`src/rtl/adder_operand_seq_if.sv`:
```
// adder_operand_seq_if: operand stream, adder and result signals of the sequencer
interface adder_operand_seq_if #(
  parameter int WIDTH = 8
);
  logic [WIDTH-1:0] data_i;
  logic             valid_i;
  logic             ready_o;
  logic [WIDTH-1:0] add_m_o;
  logic [WIDTH-1:0] add_n_o;
  logic [WIDTH:0]   add_sum_i;
  logic [WIDTH:0]   result_o;
  logic             carry_o;
  logic             valid_o;
  logic             ready_i;
  modport slave (
    input  data_i, valid_i, add_sum_i, ready_i,
    output ready_o, add_m_o, add_n_o, result_o, carry_o, valid_o
  );
  modport master (
    output data_i, valid_i, add_sum_i, ready_i,
    input  ready_o, add_m_o, add_n_o, result_o, carry_o, valid_o
  );
endinterface

```
`src/rtl/adder_operand_seq.sv`:
```
// adder_operand_seq: collects M/N bytes, drives the external adder, hands its sum downstream
module adder_operand_seq #(
  parameter int WIDTH = 8
) (
  input  logic               clk_i,
  input  logic               rst_ni,
  input  logic               clear_i,
  adder_operand_seq_if.slave bus
);
  typedef enum logic [1:0] {WAIT_M, WAIT_N, CALC, HOLD} state_t;
  state_t           state, state_d;
  logic [WIDTH-1:0] m_q, m_d, n_q, n_d;
  logic [WIDTH:0]   res_q, res_d;
  logic             valid_q, valid_d, ready_q, ready_d;
  logic             in_xfer, out_xfer;
  assign in_xfer      = bus.valid_i & ready_q;
  assign out_xfer     = valid_q & bus.ready_i;
  assign bus.ready_o  = ready_q;
  assign bus.add_m_o  = m_q;
  assign bus.add_n_o  = n_q;
  assign bus.result_o = res_q;
  assign bus.carry_o  = res_q[WIDTH];
  assign bus.valid_o  = valid_q;
  // next state and register updates; clear beats any transfer, result is kept across a flush
  always_comb begin
    state_d = state;
    m_d     = m_q;
    n_d     = n_q;
    res_d   = res_q;
    valid_d = valid_q;
    if (clear_i) begin
      state_d = WAIT_M;
      m_d     = '0;
      n_d     = '0;
      valid_d = 1'b0;
    end else begin
      case (state)
        WAIT_M: begin
          m_d     = in_xfer ? bus.data_i : m_q;
          state_d = in_xfer ? WAIT_N : WAIT_M;
        end
        WAIT_N: begin
          n_d     = in_xfer ? bus.data_i : n_q;
          state_d = in_xfer ? CALC : WAIT_N;
        end
        CALC: begin
          res_d   = bus.add_sum_i;
          valid_d = 1'b1;
          state_d = HOLD;
        end
        HOLD: begin
          valid_d = out_xfer ? 1'b0 : valid_q;
          state_d = out_xfer ? WAIT_M : HOLD;
        end
      endcase
    end
    ready_d = (state_d == WAIT_M) || (state_d == WAIT_N);
  end
  // state and datapath registers; ready comes up one edge after reset release
  always_ff @(posedge clk_i or negedge rst_ni) begin
    if (!rst_ni) begin
      state   <= WAIT_M;
      m_q     <= '0;
      n_q     <= '0;
      res_q   <= '0;
      valid_q <= 1'b0;
      ready_q <= 1'b0;
    end else begin
      state   <= state_d;
      m_q     <= m_d;
      n_q     <= n_d;
      res_q   <= res_d;
      valid_q <= valid_d;
      ready_q <= ready_d;
    end
  end
endmodule

```
`src/flat_wrapper.sv`:
```
// flat-port wrapper written by rule: the top's interface ports become plain ports
module adder_operand_seq_flat 
#(
  parameter int WIDTH = 8
)
  (clk_i, rst_ni, clear_i, bus_data_i, bus_valid_i, bus_add_sum_i, bus_ready_i, bus_ready_o, bus_add_m_o, bus_add_n_o, bus_result_o, bus_carry_o, bus_valid_o);
  adder_operand_seq_if #(.WIDTH(WIDTH)) bus_i ();
  input  logic clk_i;
  input  logic rst_ni;
  input  logic clear_i;
  input wire logic [$bits(bus_i.data_i)-1:0] bus_data_i;
  input wire logic [$bits(bus_i.valid_i)-1:0] bus_valid_i;
  input wire logic [$bits(bus_i.add_sum_i)-1:0] bus_add_sum_i;
  input wire logic [$bits(bus_i.ready_i)-1:0] bus_ready_i;
  output wire logic [$bits(bus_i.ready_o)-1:0] bus_ready_o;
  output wire logic [$bits(bus_i.add_m_o)-1:0] bus_add_m_o;
  output wire logic [$bits(bus_i.add_n_o)-1:0] bus_add_n_o;
  output wire logic [$bits(bus_i.result_o)-1:0] bus_result_o;
  output wire logic [$bits(bus_i.carry_o)-1:0] bus_carry_o;
  output wire logic [$bits(bus_i.valid_o)-1:0] bus_valid_o;
  assign bus_i.data_i = bus_data_i;
  assign bus_i.valid_i = bus_valid_i;
  assign bus_i.add_sum_i = bus_add_sum_i;
  assign bus_i.ready_i = bus_ready_i;
  assign bus_ready_o = bus_i.ready_o;
  assign bus_add_m_o = bus_i.add_m_o;
  assign bus_add_n_o = bus_i.add_n_o;
  assign bus_result_o = bus_i.result_o;
  assign bus_carry_o = bus_i.carry_o;
  assign bus_valid_o = bus_i.valid_o;
  adder_operand_seq #(.WIDTH(WIDTH)) u_core (.clk_i(clk_i), .rst_ni(rst_ni), .clear_i(clear_i), .bus(bus_i));
endmodule
```
`config.mk`:
```
export PLATFORM = sky130hd
export DESIGN_NAME = adder_operand_seq_flat
export DESIGN_NICKNAME = d
export VERILOG_FILES = /design/src/rtl/adder_operand_seq_if.sv /design/src/rtl/adder_operand_seq.sv /design/src/flat_wrapper.sv
export SDC_FILE = /design/constraint.sdc
export NUM_CORES = 1
export LEC_CHECK = 0
export CORE_ASPECT_RATIO = 0.6
export CORE_UTILIZATION = 43
export CTS_CLUSTER_DIAMETER = 50
export DETAILED_ROUTE_END_ITERATION = 12
export PLACE_DENSITY_LB_ADDON = 0.3
export SETUP_SLACK_MARGIN = 0.05
export SLEW_MARGIN = 20
export SYNTH_ARGS = -nofsm -noshare
export SYNTH_HDL_FRONTEND = slang
export SYNTH_SLANG_ARGS = --single-unit
```
`constraint.sdc`:
```
create_clock -name clk_i -period 1.5 [get_ports clk_i]
set_input_delay 0.3 -clock clk_i [delete_from_list [all_inputs] [get_ports clk_i]]
set_output_delay 0.3 -clock clk_i [all_outputs]
set_load 0.03 [all_outputs]
```
======== After elaboration in Yosys (flattened, before gate mapping) ========
Index checks and enable logic that the tools add are counted.
storage, ports and cells
  input bits .............................. 22
  output and inout port bits .............. 28
  flip-flop bits (word level) ............. 29
  logic and storage cells ................. 38
cells by class
  equality and inequality tests ........... 5
  multiplexer cells ....................... 13
  reductions and logical operators ........ 11
  bitwise gates (word level) .............. 3
operators with widths
  kind                                                                   number
  8-bit two-way mux                                                      5
  2-bit one-hot mux with 4 select lines                                  1
  2-bit AND reduction                                                    4
  2-bit two-way mux                                                      3
  2-bit nonzero test                                                     3
  2-bit by 1-bit equality test with 1-bit output, second input constant  2
  2-bit equality test, second input constant                             2
  2-bit zero test                                                        2
  1-bit two-way mux                                                      3
  3-bit by 2-bit != test with 1-bit output, second input constant        1
  3-bit nonzero test                                                     1
  1-bit bitwise AND                                                      2
  1-bit one-hot mux with 2 select lines                                  1
  1-bit logical OR                                                       1
  1-bit NOT                                                              1

======== Longest topological paths before layout ========
  depth after elaboration ................. 6
  mapped depth ............................ 4

======== Least setup slack after synthesis ========
OpenSTA, ideal clock, no wires.
  path kind ............................... reg-to-reg
  start point ............................. register u_core.state[0]
  end point ............................... register u_core.res_q[0] (netlist: u_core.bus.result_o[0])
  library setup time ...................... 125 ps
  setup slack ............................. 291 ps
  buffers on the path ..................... 1
  required time ........................... 1375 ps
  arrival ................................. 1084 ps
  period minus slack after synthesis ...... 1209 ps
  stages on the path, launching flop included .. 4
  cell sequence ........................... dfrtp_1 > nor3b_2 > buf_6 > mux2_2
on the way
  longest elaborated chain between the ends .. 2
ends and longest elaborated chain
  item                           RTL line                 source
  start, declared                adder_operand_seq.sv:11  state_t state, state_d;
  start signal, assigned         adder_operand_seq.sv:69  state <= state_d;
  2-bit equality test            adder_operand_seq.sv:37  case (state)
  2-bit AND reduction (no line)  -
  end signal, assigned           adder_operand_seq.sv:72  res_q <= res_d;
  end, declared                  adder_operand_seq.sv:13  logic [WIDTH:0] res_q, res_d;
Every way passes these cells.
A chain may end at the register's enable or synchronous reset.

======== Final worst setup path ========
  start point ............................. register u_core.valid_q (netlist: u_core.bus.valid_o)
  end point ............................... output port bus_valid_o
RTL lines
  item                    RTL line                 source
  start, declared         adder_operand_seq.sv:14  logic valid_q, valid_d, ready_q, ready_d;
  start signal, assigned  adder_operand_seq.sv:73  valid_q <= valid_d;
  end, declared           flat_wrapper.sv:20       output wire logic [$bits(bus_i.valid_o)-1:0] bus_valid_o;
No word-level cell between the ends.

==> results.sh <==
export IMPL_io_pins=50
export IMPL_dieWidth_um=73.3
export IMPL_fp_coreArea_um2=2890
export IMPL_clock_skew_ns=0.00623
export IMPL_die_area_um2=3280
export IMPL_clk_pin_slew_ns=0.07
export IMPL_maxCapViolations=0
export IMPL_leakage_nw=0.966
export IMPL_slew_viol_final=0
export IMPL_vias=944
export IMPL_cts_tree="built"
export IMPL_avgViaCountPerCell=4.72
export IMPL_wirelength_mm=2.74
export IMPL_rows=15
export IMPL_ys_ff_latch=29
export IMPL_clock_latency_ns=0.28
export IMPL_grt_max_degree=30
export IMPL_grt_overflow=0
export IMPL_synth_area_per_cell_um2=13.2
export IMPL_hold_path_class="in2async"
export IMPL_drtPass1Iterations=6
export IMPL_detail_route_wl_per_cell_um=13.7
export IMPL_finalCritPeriodShare=0.913
export IMPL_grtUsageMet1=0.254
export IMPL_required_ns=1.20
export IMPL_area_growth_pct=51.1
export IMPL_chipHeight_um=44.8
export IMPL_min_period_ns=1.37
export IMPL_place_area_um2=1880
export IMPL_synth_top_area_cell="dfrtp_1"
export IMPL_critPathMaxStageDelay_ns=0.41
export IMPL_antenna_found_initial=0
export IMPL_met3_usage=0.0647
export IMPL_power_mw=2.94
export IMPL_first_iter_violations=45
export IMPL_place_congestion=0.680
export IMPL_tightest_slew_ns=0.376
export IMPL_rsz0062_at_grt="false"
export IMPL_cpMaxStageDelayCell="dlygate4sd2_1"
export IMPL_clockBufferDepth=2
export IMPL_relSlewSlack=0.749
export IMPL_cts_buffers=5
export IMPL_nets=179
export IMPL_io_buffers=49
export IMPL_hold_viol=0
export IMPL_initial_core_util=0.454
export IMPL_crit_buf_inv=1
export IMPL_path_max_fanout=4
export IMPL_crit_type="reg2out"
export IMPL_synth_nets=121
export IMPL_yosysSeqAreaShare=0.553
export IMPL_syn_area_um2=1310
export IMPL_ys_types=22
export IMPL_critical_path_top_delay_family="buffers and inverters"
export IMPL_cts_sinks=29
export IMPL_p_per_area_nw_per_um2=1490
export IMPL_antenna_left=0
export IMPL_met2_usage=0.309
export IMPL_status="complete, no violations"
export IMPL_setup_viol=0
export IMPL_worstSetupStartpointType="register"
export IMPL_crit_arrival_ns=1.07
export IMPL_grt_pass1_vias=980
export IMPL_grt_pass1_wl_mm=4.59
export IMPL_final_core_util=0.686
export IMPL_vdd_drop_max_v=0.000827
export IMPL_critPathCaptureType="output pin"
export IMPL_hold_slack_ns=0.405
export IMPL_synthTopCellsByArea="dfrtp_1 55%, mux2i_1 12%, nand2b_1 11%, mux2_2 7.7%, buf_6 1.7%"
export IMPL_diodes=0
export IMPL_htree_levels=2
export IMPL_drc=0
export IMPL_root_buffer="clkbuf_8"
export IMPL_busiest_layer="met2"
export IMPL_hpwlAfterDp_mm=1.93
export IMPL_fmax_ghz=0.730
export IMPL_r2r_slack_ns=0.16
export IMPL_drive_gt1_frac=0.184
export IMPL_gr_usage_all_layers=0.197
export IMPL_yosysTopAreaCellShare=0.553
export IMPL_synth_cells=99
export IMPL_crit_chain="dlygate4sd2_1"
export IMPL_yosysWarnings=0
export IMPL_stdcell_area_um2=1980
[metrics by stage]
stage               setup TNS (ns)  instances  setup WS [ns]
floorplan                        0         99          0.291
global placement            -0.327        192        -0.0372
detailed placement          -0.812        192        -0.0835
CTS                              0        200          0.121
global route                     0        200         0.0703
finish                           0        200          0.130
[cells by family after synthesis]
group | count (synthesis) | synth area share
buffers and inverters | 7 | 0.0391
AOI/OAI and AO/OA | 5 | 0.0305
and+or+nand+nor | 33 | 0.177
DFF | 29 | 0.553
muxes | 25 | 0.199
[repair_timing]
item / CTS / global route
resized for setup: 28 / 0
setup endpoints to repair: 28 / 0
setup buffers: 0 / 0
hold buffers: 0 / 0
endpoints found under the hold margin: 0 / 0
[per-layer routing]
metal,vias to the layer above,share of wire
li1,457,-
met1,459,0.46
met4,0,0.0073
met5,-,0
met3,4,0.052
met2,24,0.48
[placed cells by master (no fill, tap or decap)]
| cell | count |
|---|---|
| dfrtp_1 | 29 |
| dlygate4sd2_1 | 28 |
| nand2b_1 | 24 |
| clkdlybuf4s50_1 | 21 |
| mux2i_1 | 16 |
| mux2_2 | 9 |
| buf_4 | 8 |
| clkbuf_8 | 5 |
| bufinv_16 | 2 |
| a211oi_1 | 1 |
| and4_1 | 1 |
| and4b_1 | 1 |
| nor4_2 | 1 |
| nor2b_1 | 1 |
| nand3_1 | 1 |
| nand4b_1 | 1 |
| o2bb2ai_1 | 1 |
| a2bb2oi_1 | 1 |
| nor3b_2 | 1 |
| or2b_1 | 1 |
| a21bo_2 | 1 |
| a21oi_1 | 1 |
| nand4bb_1 | 1 |
| clkinv_2 | 1 |
| buf_12 | 1 |
[report_power, final]
part / switching (mW) / internal (mW) / total (mW)
Combinational: 0.550 / 0.393 / 0.943
Clock: 0.305 / 0.660 / 0.964
Sequential: 0.0907 / 0.946 / 1.04
Total: 0.946 / 2.00 / 2.94
[layout make-up]
class	instances	area, um^2
clock inverters	3	65.1
multi-input cells	63	534
flip-flops and latches	29	726
well taps	42	52.6
clock buffers	5	68.8
repair buffers	58	536
fillers	234	908
[synthesized netlist by cell type]
master	number
and4b_1	1
dfrtp_1	29
nand4bb_1	1
nand2b_1	24
clkbuf_1	1
a21oi_1	1
or2b_1	1
mux2_2	9
a2bb2oi_1	1
nor2b_1	1
nor4_2	1
nand4b_1	1
buf_2	2
nor3b_2	1
and4_1	1
a211oi_1	1
nand3_1	1
buf_6	2
buf_4	2
mux2i_1	16
a21bo_2	1
o2bb2ai_1	1
[sequential cells by signal (all words and copies together), names as in the netlist]
name / cells
u_core.bus.add_n_o: 8
u_core.bus.ready_o: 1
u_core.state: 2
u_core.bus.valid_o: 1
u_core.bus.result_o: 9
u_core.bus.add_m_o: 8
[final timing paths]
check | cells after the start | start | endpoint
max in group asynchronous | 2 | rst_ni | u_core.bus.add_n_o[2]$_DFFE_PN0P_
min in group clk_i | 1 | u_core.bus.result_o[4]$_DFFE_PN0P_ | u_core.bus.result_o[4]$_DFFE_PN0P_
worst min-delay path | 2 | rst_ni | u_core.bus.add_m_o[0]$_DFFE_PN0P_
worst max register to register | 3 | u_core.state[1]$_DFF_PN0_ | u_core.bus.result_o[6]$_DFFE_PN0P_
worst max-delay path | 1 | u_core.bus.valid_o$_DFFE_PN0P_ | bus_valid_o
worst min register to register | 1 | u_core.bus.result_o[4]$_DFFE_PN0P_ | u_core.bus.result_o[4]$_DFFE_PN0P_
Power figures use the tool's default switching activity.
